==> src/rtl/sprite_line_scheduler.sv <==
// Sprite line scheduler.
// During horizontal blanking, walks every sprite, tests it for a vertical hit on
// the line being built, fetches the matching bitmap row over a request/grant
// port and hands it to the compositor's per-sprite line slots.
module sprite_line_scheduler #(
   parameter int  NUM_SPR = 4,
   parameter int  SPR_W   = 12,
   parameter int  SPR_H   = 12,
   localparam int IDX_W   = $clog2(NUM_SPR),
   localparam int ROW_W   = 4
) (
   input  logic                     clk,
   input  logic                     rst,
   input  logic                     line_start,
   input  logic [7:0]               next_line,
   input  logic [NUM_SPR-1:0]       spr_en,
   input  logic [NUM_SPR*8-1:0]     spr_x,
   input  logic [NUM_SPR*8-1:0]     spr_y,
   output logic                     mem_req,
   output logic [IDX_W+ROW_W-1:0]   mem_addr,
   input  logic                     mem_gnt,
   input  logic [SPR_W-1:0]         mem_rdata,
   output logic                     slot_wr,
   output logic [IDX_W-1:0]         slot_idx,
   output logic [SPR_W-1:0]         slot_bits,
   output logic [7:0]               slot_x,
   output logic [NUM_SPR-1:0]       slot_valid,
   output logic                     busy,
   output logic                     done,
   output logic                     overrun,
   input  logic                     overrun_clr
);

   localparam logic [7:0]       SPR_H_B  = 8'(SPR_H);
   localparam logic [IDX_W-1:0] LAST_IDX = IDX_W'(NUM_SPR - 1);

   typedef enum logic [2:0] {
      IDLE,
      CHECK,
      REQ,
      WAIT,
      DONE
   } state_t;

   state_t           state_reg;
   logic [IDX_W-1:0] idx_reg;
   logic [7:0]       line_q_reg;
   logic [ROW_W-1:0] row_reg;

   logic [7:0] spr_x_arr [NUM_SPR];
   logic [7:0] spr_y_arr [NUM_SPR];

   // Unpack the flat coordinate buses into per-sprite views
   generate
      for (genvar gi = 0; gi < NUM_SPR; gi++) begin : g_spr_unpack
         assign spr_x_arr[gi] = spr_x[8*gi +: 8];
         assign spr_y_arr[gi] = spr_y[8*gi +: 8];
      end
   endgenerate

   logic [7:0] cur_y;
   logic [7:0] diff;
   logic       hit;
   logic       last_spr;

   // Vertical hit test for the sprite under the index; the >= term stops a
   // sprite near the bottom of the range from wrapping onto the top lines
   assign cur_y    = spr_y_arr[idx_reg];
   assign diff     = line_q_reg - cur_y;
   assign hit      = spr_en[idx_reg] && (line_q_reg >= cur_y) && (diff < SPR_H_B);
   assign last_spr = (idx_reg == LAST_IDX);

   // Address is built from registered fields only, so it stays stable during a stalled request
   assign mem_addr = {idx_reg, row_reg};

   // Scheduler FSM with all outputs registered
   always_ff @(posedge clk) begin
      if (rst) begin
         state_reg  <= IDLE;
         idx_reg    <= '0;
         line_q_reg <= '0;
         row_reg    <= '0;
         mem_req    <= 1'b0;
         slot_wr    <= 1'b0;
         slot_idx   <= '0;
         slot_bits  <= '0;
         slot_x     <= '0;
         slot_valid <= '0;
         busy       <= 1'b0;
         done       <= 1'b0;
         overrun    <= 1'b0;
      end else begin
         slot_wr <= 1'b0;
         done    <= 1'b0;

         // A new line request while a schedule is running is dropped but remembered; set beats clear
         if (line_start && (state_reg != IDLE)) begin
            overrun <= 1'b1;
         end else if (overrun_clr) begin
            overrun <= 1'b0;
         end

         case (state_reg)
            IDLE: begin
               if (line_start) begin
                  line_q_reg <= next_line;
                  idx_reg    <= '0;
                  slot_valid <= '0;
                  busy       <= 1'b1;
                  state_reg  <= CHECK;
               end
            end

            CHECK: begin
               if (hit) begin
                  row_reg   <= diff[ROW_W-1:0];
                  mem_req   <= 1'b1;
                  state_reg <= REQ;
               end else if (last_spr) begin
                  state_reg <= DONE;
               end else begin
                  idx_reg <= idx_reg + 1'b1;
               end
            end

            REQ: begin
               if (mem_gnt) begin
                  mem_req   <= 1'b0;
                  state_reg <= WAIT;
               end
            end

            WAIT: begin
               // Read data is valid this cycle; publish it to the slot and move on
               slot_wr             <= 1'b1;
               slot_idx            <= idx_reg;
               slot_bits           <= mem_rdata;
               slot_x              <= spr_x_arr[idx_reg];
               slot_valid[idx_reg] <= 1'b1;
               if (last_spr) begin
                  state_reg <= DONE;
               end else begin
                  idx_reg   <= idx_reg + 1'b1;
                  state_reg <= CHECK;
               end
            end

            DONE: begin
               done      <= 1'b1;
               busy      <= 1'b0;
               state_reg <= IDLE;
            end

            default: begin
               state_reg <= IDLE;
               busy      <= 1'b0;
               mem_req   <= 1'b0;
            end
         endcase
      end
   end

endmodule

==> config.mk <==
export PLATFORM = sky130hd
export DESIGN_NAME = sprite_line_scheduler
export DESIGN_NICKNAME = d
export VERILOG_FILES = /design/src/rtl/sprite_line_scheduler.sv
export SDC_FILE = /design/constraint.sdc
export NUM_CORES = 1
export LEC_CHECK = 0
export ABC_AREA = 1
export ABC_CLOCK_PERIOD_IN_PS = 3500
export CAP_MARGIN = 20
export CORE_ASPECT_RATIO = 1.2
export CORE_MARGIN = 2
export CORE_UTILIZATION = 35
export DETAILED_ROUTE_END_ITERATION = 8
export PLACE_DENSITY = 0.7
export SYNTH_ARGS = -nofsm -noshare
export SYNTH_HDL_FRONTEND = slang
export SYNTH_SLANG_ARGS = --single-unit
==> constraint.sdc <==
create_clock -name clk -period 3.5 [get_ports clk]
set_input_delay 1.05 -clock clk [delete_from_list [all_inputs] [get_ports clk]]
set_output_delay 1.05 -clock clk [all_outputs]
set_load 0.05 [all_outputs]
Word-level counts from Yosys, hierarchy flattened
Cells that the tools add are included.

operators by class
  add/sub/neg operators = 2
  order comparisons = 5
  eq/ne operators = 10
  muxes and demuxes = 31
  bitwise operators = 4
  reduce and logical (&&, ||, !) cells = 18

operators with widths
  cell                  number
  $bmux W8 S2           2
  $mux W8               4
  $mux W3               5
  $pmux W3 S4           1
  $mux W1               9
  $reduce_and A3 Y1     3
  $ge A8 B8 Y1          1
  $lt A8 B4 Y1 const B  1
  $ne A2 B2 Y1 const B  4
  $pmux W4 S2           1
  $reduce_and A2 Y1     4
  $sub A8 B8 Y8         1
  $eq A3 B2 Y1 const B  2
  $mux W2               3
  $pmux W2 S3           1
  $reduce_bool A3 Y1    2
  $reduce_or A3 Y1      2
  $logic_and A1 B1 Y1   4
  $mux W4               1
  $or A4 B4 Y4          1
  $reduce_bool A2 Y1    2
  $eq A3 B1 Y1 const B  1
  $eq A3 B3 Y1 const B  1
  $ge A3 B3 Y1 const B  1
  other kinds (12)      13

word-level totals
  bits in registers = 48
  output and inout bits = 37
  logic and storage cells = 83

Depth between registers and ports, before layout
  depth in word-level cells = 9
  mapped depth = 20

Worst setup path before layout
OpenSTA, ideal clock, no wires.

  path kind = reg2reg
  start = register idx_reg[0]
  end = register state_reg[0]
  arrival = 2.937 ns
  path slack = 0.453 ns
  stages on the path, launching flop included = 20
  path buffers = 2
  period minus slack after synthesis = 3.047 ns
  path through = dfxtp_1 buf_4 inv_2 clkbuf_1 o21ai_0 o22ai_1 ha_1 fa_1 inv_1 nand2_1 nand2_1 nand3_1 nand3_1 nand2_1 nor2_4 nand3_4 nand3_1 o21ai_0 nand2_1 inv_1

on the way
  word-level cells in the longest chain between the ends = 9
  elaborated cells between the ends (all ways) = 17
  those cells by class = add/sub: 1; order compare: 2; eq/ne: 2; mux: 8; bitwise: 1; reduce/logical: 3

RTL lines
  item                                                 line    text
  from (decl)                                          46      logic [IDX_W-1:0] idx_reg;
  from (signal assigned)                               122     idx_reg <= idx_reg + 1'b1;
  from (signal assigned)                               143     idx_reg <= idx_reg + 1'b1;
  $not A2 Y3 (implied by the code)                     68      assign cur_y = spr_y_arr[idx_reg];
  $bmux W8 S2                                          68
  $mux W8 (implied by the code) (2 in a row)           68
  $sub A8 B8 Y8 or $ge A8 B8 Y1 (tied branches)        69, 70
  $lt A8 B4 Y1 or $logic_and A1 B1 Y1 (tied branches)  70      assign hit = spr_en[idx_reg] && (line_q_reg >= cur_y) && (diff < SPR_H_B);
  $logic_and A1 B1 Y1                                  70
  $mux W3 or $ne A3 B3 Y1 (tied branches)              n/a
  $pmux W3 S4 or $reduce_and A3 Y1 (tied branches)     n/a
  to (signal assigned)                                 110     state_reg <= CHECK;
  to (signal assigned)                                 118     state_reg <= REQ;
  to (signal assigned)                                 120     state_reg <= DONE;
  to (decl)                                            45      state_t state_reg;

Parallel ways exist; a longest one is shown, timed or not. The select of a mux whose other input is x is not followed.
A chain may end at the register's enable or synchronous reset.

Final worst setup path
  start = register idx_reg[0]
  end = output mem_addr[4]

RTL lines
  item       line  text
  to (decl)  20    output logic [IDX_W+ROW_W-1:0] mem_addr,

No word-level cell between the ends.

==> impl_metrics.json <==
{
  "status": "finished, final reports clean",
  "synth-seq-cells": 48,
  "worst-endpoint-arrival_ps": 2180,
  "start_util_pct": 36.4,
  "grtUsageMet2_pct": 38.2,
  "clock_latency_ps": 300,
  "grt_usage_pct": 19.6,
  "synth_top_family_by_area": "simple AND/OR/NAND/NOR gates",
  "cp-start-kind": "flip-flop",
  "dp_hpwl_um": 6550,
  "irDropWorstVdd_uv": 192,
  "avgSynthCellArea_um2": 6.60,
  "ys_types": 33,
  "fin_ws_ps": 275,
  "yosysSeqAreaShare_pct": 34.0,
  "synth_area_leaders": "dfxtp_1, nand2_1, nor2_1, o21ai_0, inv_1",
  "fin_worst_skew_ps": 2.86,
  "drive_above_1_share_pct": 4.73,
  "hold_viol": 0,
  "report.final.slew_viol_count": 0,
  "setup_violations": 0,
  "ctsHtreeMaxLevel": 2,
  "cts.sinks": 48,
  "power.density_mw_per_mm2": 403,
  "drt_iter0_drc": 123,
  "place_congestion": 0.845,
  "synthSimpleGateAreaFrac_pct": 30.4,
  "ys.flop_type": "dfxtp_1",
  "synth.area.mux_share_pct": 0,
  "clkTransAtPathRegs_ps": 90,
  "total_power_mw": 1.72,
  "die_w_um": 86.0,
  "num_io_pins": 130,
  "synth_top_cell_area_share_pct": 34.0,
  "post-cts-setup-buffers": 0,
  "dp_cells": 634,
  "end_kind": "output port",
  "final_nets": 656,
  "path_max_fanout": 28,
  "reg2reg_slack_ps": 430,
  "tightest_slew_ps": 718,
  "whs_ps": 452,
  "ys_async_sr_fraction_pct": 0,
  "syn_area_mm2": 0.00282,
  "fin_crit_sh_pct": 92.1,
  "num_vias": 3152,
  "wire_per_inst_um": 13.3,
  "use_met1_pct": 21.3,
  "cts-hold-fix-buffers": 0,
  "yosys.area_share.xor_xnor_pct": 0.310,
  "maxCapViolations": 0,
  "synth_top_area_cell": "dfxtp_1",
  "timing_worst_setup_path_type": "flip-flop to output port",
  "synth_compound_gate_area_share_pct": 19.5,
  "min_path_type": "flip-flop to flip-flop",
  "port_buffers": 129,
  "grt_pass1_vias": 3066,
  "die_h_um": 102,
  "rsz0062_at_grt": "false",
  "largest_register_ffs": 12,
  "place_ws_ps": -40.6,
  "fmax_mhz": 310,
  "n_antenna_cell": 0,
  "grt_first_pass_wirelength_um": 13700,
  "coreArea_mm2": 0.00775,
  "rows": 35,
  "syn-instance-count": 428,
  "drtPass1Iterations": 4,
  "numCtsBuffers": 5,
  "grt_max_degree": 29,
  "fp.dieArea_mm2": 0.00880,
  "use_met3_pct": 3.15,
  "cp.required_ps": 2450,
  "leakage_nw": 1.85,
  "tns_ps": 0,
  "wl_um": 8560,
  "layout_min_cycle_time_ps": 3230,
  "n_fill_cell": 774,
  "synth_fa_ha_area_share_pct": 6.47,
  "cts.repair.resized": 0,
  "ys_warn_count": 0,
  "cts_root_buf": "clkbuf_8",
  "final_cells": 642,
  "cts_tree": "yes",
  "drc_errors": 0,
  "max_slew_margin_pct": 52.0,
  "syn_nets": 535,
  "gr-max-usage-layer": "met2",
  "antenna_found_initial": 0,
  "synth_edf_count": 0,
  "area_growth_pct": 51.7,
  "via_per_inst": 4.91,
  "final_antenna_net_count": 0,
  "overflow": 0,
  "clock_path_buffers": 2
}
[power breakdown]
| part | switching (mW) | internal, mW | total [mW] |
|---|---|---|---|
| registers | 0.0246 | 0.568 | 0.593 |
| logic | 0.453 | 0.322 | 0.775 |
| clock network | 0.195 | 0.162 | 0.357 |
| total | 0.673 | 1.05 | 1.72 |
[worst paths after layout]
path                                    from                    endpoint  cells past startpoint
setup / recovery     idx_reg[0]$_SDFFE_PP0P_                 mem_addr[4]                      2
hold / removal    slot_valid[1]$_SDFFE_PP0P_  slot_valid[1]$_SDFFE_PP0P_                      2
setup reg to reg     idx_reg[0]$_SDFFE_PP0P_     row_reg[0]$_SDFFE_PP0P_                     16
hold reg to reg   slot_valid[1]$_SDFFE_PP0P_  slot_valid[1]$_SDFFE_PP0P_                      2
[per-layer routing]
metal | routed length [um] | part of all wire [%]
met5 | 0 | 0
met2 | 4540 | 53
met1 | 3480 | 41
met3 | 358 | 4.2
met4 | 174 | 2.0
[worst max-delay path: stages, from the launching register on]
cell,delay [ps]
dfxtp_1,620
buf_4,370
clkdlybuf4s50_1,860
[cells in the mapped netlist, types with 2 or more instances]
cell type   n
nand3_1    21
nor2_4      3
buf_2       2
a21oi_1    32
dfxtp_1    48
clkbuf_1   14
inv_2       2
buf_1       3
o21ai_0    45
nand3b_1    2
o21bai_1    2
a32o_1      6
nand2_1    87
o22ai_1     9
ha_1       13
inv_1      46
nor2_1     76
nor3_1      2
[cell type report]
cell class                      instances  area [um^2]  share of cell area (%)
Clock buffer                            6         82.6                    1.93
Clock inverter                          2         13.8                   0.321
Inverter                               48          180                    4.21
Multi-Input combinational cell        312         1600                    37.4
Sequential cell                        48          961                    22.4
Tap cell                               92          115                    2.69
Timing Repair Buffer                  134         1330                    31.0
[logic make-up (layout without fill, tap and decap cells)]
logic type | count (synthesis) | in the layout
adder cells (fa/ha/maj) | 14 | 14
AND/OR/NAND/NOR | 199 | 199
XOR/XNOR | 1 | 1
buffers and inverters | 68 | 190
flip-flops | 48 | 48
AO/OA/AOI/OAI | 98 | 98
[layout by cell type, fill, tap and decap left out, drive strengths merged, types with 2 or more instances in the layout]
| cell type | netlist | layout |
|---|---|---|
| nand3b | 2 | 2 |
| or2 | 3 | 3 |
| a32o | 6 | 6 |
| a21oi | 33 | 33 |
| inv | 48 | 49 |
| nand3 | 23 | 23 |
| nand2 | 87 | 87 |
| clkdlybuf4s50 | 0 | 129 |
| nor3 | 2 | 2 |
| nor2 | 80 | 80 |
| o21ai | 45 | 45 |
| ha | 13 | 13 |
| buf | 6 | 5 |
| dfxtp | 48 | 48 |
| o22ai | 9 | 9 |
| o21bai | 2 | 2 |
| nand4 | 2 | 2 |
| clkbuf | 14 | 6 |
[stage by stage]
stage | util, % | cell area, um^2
3_5_place_dp | 54.0 | 4190
2_1_floorplan | - | 2820
6_report | 55.2 | 4280
4_1_cts | 55.2 | 4280
3_3_place_gp | 54.0 | 4190
5_1_grt | 55.2 | 4280
(Power assumes the default switching activity.)
